$ cat src/rtl/eip_arbiter_pkg.sv
// Shared definitions for the machine external-interrupt arbiter:
// MMIO word addresses, FSM state encoding and claim ID width.
package eip_arbiter_pkg;

   localparam int ID_W = 5;

   localparam logic [1:0] ADDR_PENDING  = 2'd0;
   localparam logic [1:0] ADDR_ENABLE   = 2'd1;
   localparam logic [1:0] ADDR_CLAIM    = 2'd2;
   localparam logic [1:0] ADDR_COMPLETE = 2'd3;

   typedef enum logic [1:0] {
      IDLE     = 2'b00,
      ASSERT   = 2'b01,
      HANDLING = 2'b10
   } state_t;

endpackage : eip_arbiter_pkg

$ cat src/rtl/eip_arbiter_prio_enc.sv
// Fixed-priority encoder: returns lowest set index + 1, or 0 when the
// input vector is empty.
module prio_enc
   import eip_arbiter_pkg::*;
#(
   parameter int N = 8
) (
   input  logic [N-1:0]    vec,
   output logic [ID_W-1:0] id
);

   // Scan from the top so the lowest set bit is the last to overwrite id.
   always_comb begin
      id = '0;
      for (int i = N - 1; i >= 0; i--) begin
         id = vec[i] ? ID_W'(i + 1) : id;
      end
   end

endmodule : prio_enc

$ cat src/rtl/eip_arbiter.sv
// Latches peripheral interrupt pulses, raises m_eip for the highest-priority
// enabled source and tracks claim/complete handshakes with the M-mode handler.
module eip_arbiter
   import eip_arbiter_pkg::*;
#(
   parameter int NSRC = 8
) (
   input  logic            clk,
   input  logic            rst,
   input  logic [NSRC-1:0] irq_in,
   input  logic [1:0]      a,
   input  logic [31:0]     d,
   input  logic            we,
   output logic [31:0]     spo,
   output logic            m_eip,
   input  logic            m_eip_reply
);

   state_t          state;
   state_t          state_next;
   logic [NSRC-1:0] pending;
   logic [NSRC-1:0] pending_next;
   logic [NSRC-1:0] enable;
   logic [NSRC-1:0] enable_next;
   logic [ID_W-1:0] claim;
   logic [ID_W-1:0] claim_next;
   logic            m_eip_next;
   logic [ID_W-1:0] sel;
   logic [NSRC-1:0] active;
   logic [NSRC-1:0] w1c_mask;
   logic [NSRC-1:0] claim_mask;
   logic            take_claim;
   logic            wr_pending;
   logic            wr_enable;
   logic            wr_complete;
   logic            unused_ok;

   assign wr_pending  = we && (a == ADDR_PENDING);
   assign wr_enable   = we && (a == ADDR_ENABLE);
   assign wr_complete = we && (a == ADDR_COMPLETE);
   assign active      = pending & enable;
   assign unused_ok   = ^{1'b0, d[31:NSRC]};

   prio_enc #(
      .N (NSRC)
   ) u_prio_enc (
      .vec (active),
      .id  (sel)
   );

   // State register and all architectural registers.
   always_ff @(posedge clk) begin
      if (rst) begin
         state   <= IDLE;
         pending <= '0;
         enable  <= '0;
         claim   <= '0;
         m_eip   <= 1'b0;
      end else begin
         state   <= state_next;
         pending <= pending_next;
         enable  <= enable_next;
         claim   <= claim_next;
         m_eip   <= m_eip_next;
      end
   end

   // Next-state, claim capture and m_eip request decode.
   always_comb begin
      state_next = state;
      claim_next = claim;
      take_claim = 1'b0;
      case (state)
         IDLE: begin
            if (sel != '0) begin
               state_next = ASSERT;
            end else begin
               state_next = IDLE;
            end
         end
         ASSERT: begin
            if (m_eip_reply) begin
               if (sel != '0) begin
                  claim_next = sel;
                  take_claim = 1'b1;
                  state_next = HANDLING;
               end else begin
                  claim_next = '0;
                  state_next = IDLE;
               end
            end else if (sel == '0) begin
               state_next = IDLE;
            end else begin
               state_next = ASSERT;
            end
         end
         HANDLING: begin
            if (wr_complete) begin
               claim_next = '0;
               state_next = IDLE;
            end else begin
               state_next = HANDLING;
            end
         end
         default: begin
            claim_next = '0;
            state_next = IDLE;
         end
      endcase
      m_eip_next = (state_next == ASSERT);
   end

   // Clear masks; a new request in the same cycle always overrides them.
   always_comb begin
      w1c_mask   = '0;
      claim_mask = '0;
      if (wr_pending) begin
         w1c_mask = d[NSRC-1:0];
      end else begin
         w1c_mask = '0;
      end
      for (int i = 0; i < NSRC; i++) begin
         claim_mask[i] = take_claim && (sel == ID_W'(i + 1));
      end
      pending_next = (pending & ~w1c_mask & ~claim_mask) | irq_in;
   end

   // Enable register write port.
   always_comb begin
      enable_next = enable;
      if (wr_enable) begin
         enable_next = d[NSRC-1:0];
      end else begin
         enable_next = enable;
      end
   end

   // Side-effect-free MMIO read mux.
   always_comb begin
      spo = 32'h0000_0000;
      case (a)
         ADDR_PENDING:  spo = 32'(pending);
         ADDR_ENABLE:   spo = 32'(enable);
         ADDR_CLAIM:    spo = {27'd0, claim};
         ADDR_COMPLETE: spo = 32'h0000_0000;
         default:       spo = 32'h0000_0000;
      endcase
   end

endmodule : eip_arbiter
$ cat config.mk
export PLATFORM = sky130hd
export DESIGN_NAME = eip_arbiter
export DESIGN_NICKNAME = d
export VERILOG_FILES = /design/src/rtl/eip_arbiter_pkg.sv /design/src/rtl/eip_arbiter_prio_enc.sv /design/src/rtl/eip_arbiter.sv
export SDC_FILE = /design/constraint.sdc
export NUM_CORES = 1
export LEC_CHECK = 0
export BUFFER_PORTS_ARGS = -buffer_cell sky130_fd_sc_hd__buf_2
export CAP_MARGIN = 20
export CORE_MARGIN = 10
export CORE_UTILIZATION = 30
export CTS_BUF_LIST = sky130_fd_sc_hd__clkbuf_16
export DETAILED_ROUTE_END_ITERATION = 12
export PLACE_DENSITY_LB_ADDON = 0.1
export REMOVE_ABC_BUFFERS = 1
export SLEW_MARGIN = 20
export SYNTH_ARGS = -nofsm -noshare
export SYNTH_HDL_FRONTEND = slang
export SYNTH_HIERARCHICAL = 1
export SYNTH_SLANG_ARGS = --single-unit
export TNS_END_PERCENT = 100
$ cat constraint.sdc
create_clock -name clk -period 5.4 [get_ports clk]
set_input_delay 1.62 -clock clk [delete_from_list [all_inputs] [get_ports clk]]
set_output_delay 1.62 -clock clk [all_outputs]
set_load 0.01 [all_outputs]
Word-level counts from Yosys, hierarchy flattened. Index checks and enable logic that the tools add are counted.

Register bits after elaboration: 24. Input bits: 46. Output and inout port bits: 33.

Equal/unequal tests: 16. Mux-type cells: 23. Bitwise logic cells: 7. Reduce and logical (&&, ||, !) cells: 16.

Operator list (number): case mux 32 bit (4 select lines) (1); 2-to-1 mux 5 bit (10); bitwise AND 8 bit (3); equality test 5 x 3 -> 1 bit (second input constant) (4); NOT 8 bit (2); case mux 5 bit (3 select lines) (1); logical AND 1 bit (11); equality test 5 x 2 -> 1 bit (second input constant) (2); 2-to-1 mux 8 bit (1); bitwise OR 8 bit (1); equality test 2 x 1 -> 1 bit (second input constant) (3); equality test 2 bit (second input constant) (3); 2-to-1 mux 2 bit (3); case mux 2 bit (3 select lines) (1); equality test 5 x 1 -> 1 bit (second input constant) (1); equality test 5 x 4 -> 1 bit (second input constant) (1); logical NOT 5 bit (1); 2-to-1 mux 1 bit (5); nonzero test 5 bit (1); logical NOT 2 bit (2); 2-to-1 mux 4 bit (1); inequality test 2 bit (second input constant) (2); AND reduction 3 bit (1); NOT 1 bit (1).

Depth between registers and ports, before layout.
Depth in word-level cells: 17. Mapped depth: 7. Mapped depth without buffers: 7.

Cells and area by module. The synthesis kept the hierarchy.

By module, submodules not included: eip_arbiter (instances 1, cells an instance 178, area each 1430.1 um2, seq. area each 480.5 um2); prio_enc (instances 1, cells an instance 14, area each 82.6 um2, seq. area each 0.0 um2).

Worst setup path after synthesis. No wires, ideal clock.

Kind: input-to-output. Start: in a[0]. End: out spo[0]. Arrival time: 2.217 ns. Setup slack: 1.563 ns. Cell stages on the path: 4. Path buffers: 1. Path through: nor2b_1 -> buf_2 -> nand2_1 -> o21ai_0.

Cells in the longest elaborated chain, start to end: 2. Elaborated cells between the ends (all ways): 5. Classes of those cells: eq/ne (3); mux (1); reduce/logical (1).

Ends and longest elaborated chain: start, declared (RTL line eip_arbiter.sv:11) `input logic [1:0] a,`; equality test 2 bit (tied with other cells) (RTL line eip_arbiter.sv:141) `case (a)`; case mux 32 bit (4 select lines) (*) (RTL line eip_arbiter.sv:141); end, declared (RTL line eip_arbiter.sv:14) `output logic [31:0] spo,`.

Mark *: on every way between the ends. The rest lies on a longest branch, timed or not. The select of a mux whose other input is x is not followed.

Worst setup path in the final report.
Start: in a[0]. End: out spo[3].

The elaborated chain is that of the path after synthesis.

==> impl_results.md <==
- Area growth syn-to-layout: 12.7%
- Total routed wire length on the met1 layer: 2.21 mm
- Synth Warn #: 6
- Start-to-end type of the worst setup path: in2out
- Path category of the worst min-delay check: reg2reg
- Count of instances resized after the clock tree is built: 0
- Initial antenna violation count: 0
- Buffer levels on the longest clock path: 2
- Transition time at the pin with the least slew margin: 850 ps
- Category of the worst setup path capture point: output port
- Mapped Area: 1510 um2
- Boundary pin count: 79
- DRC viols: 0
- Layout Nets: 266
- Sequential fraction of the synthesis area: 0.318
- Most frequent cell on the critical path: sky130_fd_sc_hd__buf_2
- Hold path startpoint: enable[6]
- Fraction of layout cells with a size suffix above 1: 0.183
- Internal reg-to-reg setup slack: 3170 ps
- Worst Path Required: 3780 ps
- Post-CTS setup repair buffer count: 0
- Antenna cell count: 0
- Die width: 91.0 um
- Netlist cell types: 39
- Number of global-route vias before repair: 1,419
- Number of port buffers: 30
- Number of cells produced by synthesis: 192
- Highest routed layer: met4
- Final wirelength: 4.46 mm
- Fraction of post-synthesis cell area in the top cell type by area: 0.318
- Via-to-Cell Ratio: 4.67
- Final hold slack: 464 ps
- Global-route usage over all layers: 0.105
- Arrival time of the worst setup path: 2790 ps
- Max-capacitance violation count: 0
- Synth area leader: sky130_fd_sc_hd__dfxtp_1
- Maximum number of pins on one net before global-route repair: 24
- Hold Violations, Final: 0
- First-pass GRT wire length: 7.31 mm
- Half-perimeter wire length after detailed placement: 3.35 mm
- Floorplan row count: 25
- Beginning of the critical path: a[0]
- Antenna Violating Nets Remaining: 0
- Clock insertion delay at the later pin of the skew report: 250 ps
- Total clock sinks: 24
- Crit-path max cell delay: 380 ps
- Length of routed met2 wiring: 1.99 mm
- Setup Skew: 1.74 ps
- CP Cell Sequence: buf_2, nor2b_1, buf_4, nand2_1, o21ai_0, buf_2
- Clock buffers created by TritonCTS: 3
- Worst IR drop on VDD: 0.156 mV
- Hold Buf Count CTS: 0
- Final Wtd Congestion: 0.762
- DR iter-0 viols: 60
- Standby leakage power: 0.746 nW
- Total negative slack for setup checks: 0 ps
- Final max-slew violation count: 0
- Initial Utilization: 0.314
- RR Endpoint: pending[4]
- Core ar.: 4820 um2
- Slew headroom: 0.428
- Status: finished, final reports clean
- TritonCTS clock tree: yes
- Sort of element at the start of the critical path: primary input
- Die outline area: 8280 um2
- Clock tree root buffer cell: sky130_fd_sc_hd__clkbuf_16
- Clock H-tree levels: 1
- Unrepaired setup endpoints after global routing: no
- Mean cell area of the mapped netlist: 7.88 um2
- Final global-route overflow total: 0
- Number of setup violations in the final report: 0
- Maximum fanout along the worst path: 12
- Clock-pin slew reported for the worst setup and hold paths after clock tree synthesis: 60 ps
- Synth top area cells: sky130_fd_sc_hd__dfxtp_1, sky130_fd_sc_hd__buf_4, sky130_fd_sc_hd__a21oi_1
- Metal3 WL: 235 um
- Post-route fraction of the period consumed by the critical path: 0.818
- WL/cell: 15.7 um
- Launch point of the worst reg-to-reg path: enable[4]
- Vertical die dimension: 91.0 um
- Clock period minus worst slack: 4410 ps
- Number of vias after detailed routing: 1,331
- Capturing element of the worst setup path: spo[3]
- Library cell contributing the largest single delay on the critical path: sky130_fd_sc_hd__nor2b_1
- R2R depth: 6
- Power per cell area: 252 nW/um2
- Number of storage elements in the synthesis netlist: 24
- Detailed-routing iteration count for the pre-antenna-repair pass: 4
- Max Clk Rate: 0.227 GHz
## where the power goes
group	switching (mW)	leakage (nW)	total [mW]	internal, mW
Sequential	0.00704	0.197	0.194	0.187
Clock	0.0604	0.0370	0.158	0.0979
Combinational	0.0486	0.512	0.0777	0.0291
## placed cells by master, fill, tap and decap left out, drive strengths merged, types with 3 or more instances in the layout
master,n
nor2,12
a21oi,22
nand4,4
buf,33
inv,6
nor2b,3
nand2b,5
conb,25
nand2,17
mux2i,8
a22o,4
clkbuf,3
and2,8
o21ai,12
dfxtp,24
nand3,8
## metrics by stage
stage	instance area (um2)	util	total power, mW	setup WS [ps]	cells
global route	1710	0.354	0.452	854	285
finish	1710	0.354	0.430	985	285
detailed placement	1630	0.338	0.275	987	282
CTS	1710	0.354	0.435	980	285
global placement	1630	0.338	0.276	982	282
floorplan	1370	-	0.242	1430	182
## final cells by class
class / count / area, um2
multi-input cells: 152 / 871
inverters: 6 / 22.5
repair buffers: 33 / 173
fillers: 556 / 3110
flip-flops and latches: 24 / 480
well taps: 67 / 83.8
clock buffers: 3 / 75.1
## cells in the mapped netlist
cell type / number
sky130_fd_sc_hd__buf_4: 26
sky130_fd_sc_hd__dfxtp_1: 24
sky130_fd_sc_hd__a21oi_1: 22
sky130_fd_sc_hd__nand2_1: 17
sky130_fd_sc_hd__nor2_1: 12
sky130_fd_sc_hd__o21ai_0: 11
sky130_fd_sc_hd__and2_1: 8
sky130_fd_sc_hd__mux2i_1: 8
sky130_fd_sc_hd__nand3_1: 8
sky130_fd_sc_hd__inv_1: 6
sky130_fd_sc_hd__nand2b_1: 5
sky130_fd_sc_hd__a22o_1: 4
sky130_fd_sc_hd__clkbuf_1: 4
sky130_fd_sc_hd__nand4_1: 4
sky130_fd_sc_hd__nor2b_1: 3
sky130_fd_sc_hd__a311o_1: 2
sky130_fd_sc_hd__a31oi_1: 2
sky130_fd_sc_hd__buf_2: 2
sky130_fd_sc_hd__conb_1: 2
sky130_fd_sc_hd__nand4b_1: 2
sky130_fd_sc_hd__o211a_1: 2
sky130_fd_sc_hd__a211o_1: 1
sky130_fd_sc_hd__a21o_1: 1
sky130_fd_sc_hd__a221oi_1: 1
sky130_fd_sc_hd__a41oi_1: 1
sky130_fd_sc_hd__and3b_1: 1
sky130_fd_sc_hd__and4b_1: 1
sky130_fd_sc_hd__and4bb_2: 1
sky130_fd_sc_hd__clkbuf_2: 1
sky130_fd_sc_hd__nand3b_1: 1
sky130_fd_sc_hd__nor3b_1: 1
sky130_fd_sc_hd__nor3b_2: 1
sky130_fd_sc_hd__nor4_1: 1
sky130_fd_sc_hd__nor4_2: 1
sky130_fd_sc_hd__nor4b_1: 1
sky130_fd_sc_hd__o21ai_1: 1
sky130_fd_sc_hd__o2bb2ai_1: 1
sky130_fd_sc_hd__o31ai_1: 1
sky130_fd_sc_hd__or4_4: 1
## flip-flops by register name, indices dropped and copies added (netlist names)
register	flops
claim	5
enable	8
m_eip	1
pending	8
state	2
## kinds of logic after synthesis
group	synth area share
buffers and inverters	0.164
AOI/OAI and AO/OA	0.203
muxes	0.0529
and+or+nand+nor	0.257
other	0.00496
DFF	0.318
## per-layer routing
metal	global-route usage	up-vias
met4	0.0157	0
met3	0.0321	2
met5	0	-
li1	-	681
met1	0.138	605
met2	0.166	43
## worst min-delay path by stage
stage	to	cells after the start
2_1_floorplan	enable[5]	2
6_report	enable[6]	2
3_5_place_dp	enable[6]	2
5_1_grt	enable[2]	2
3_3_place_gp	enable[6]	2
4_1_cts	enable[6]	2
## critical path, delay by kind of cell
kind	cells	cell delay, ps
AOI/OAI and AO/OA	1	80
buffers and inverters	3	650
and+or+nand+nor	2	430
No activity file was read; power rests on OpenSTA's default activity.
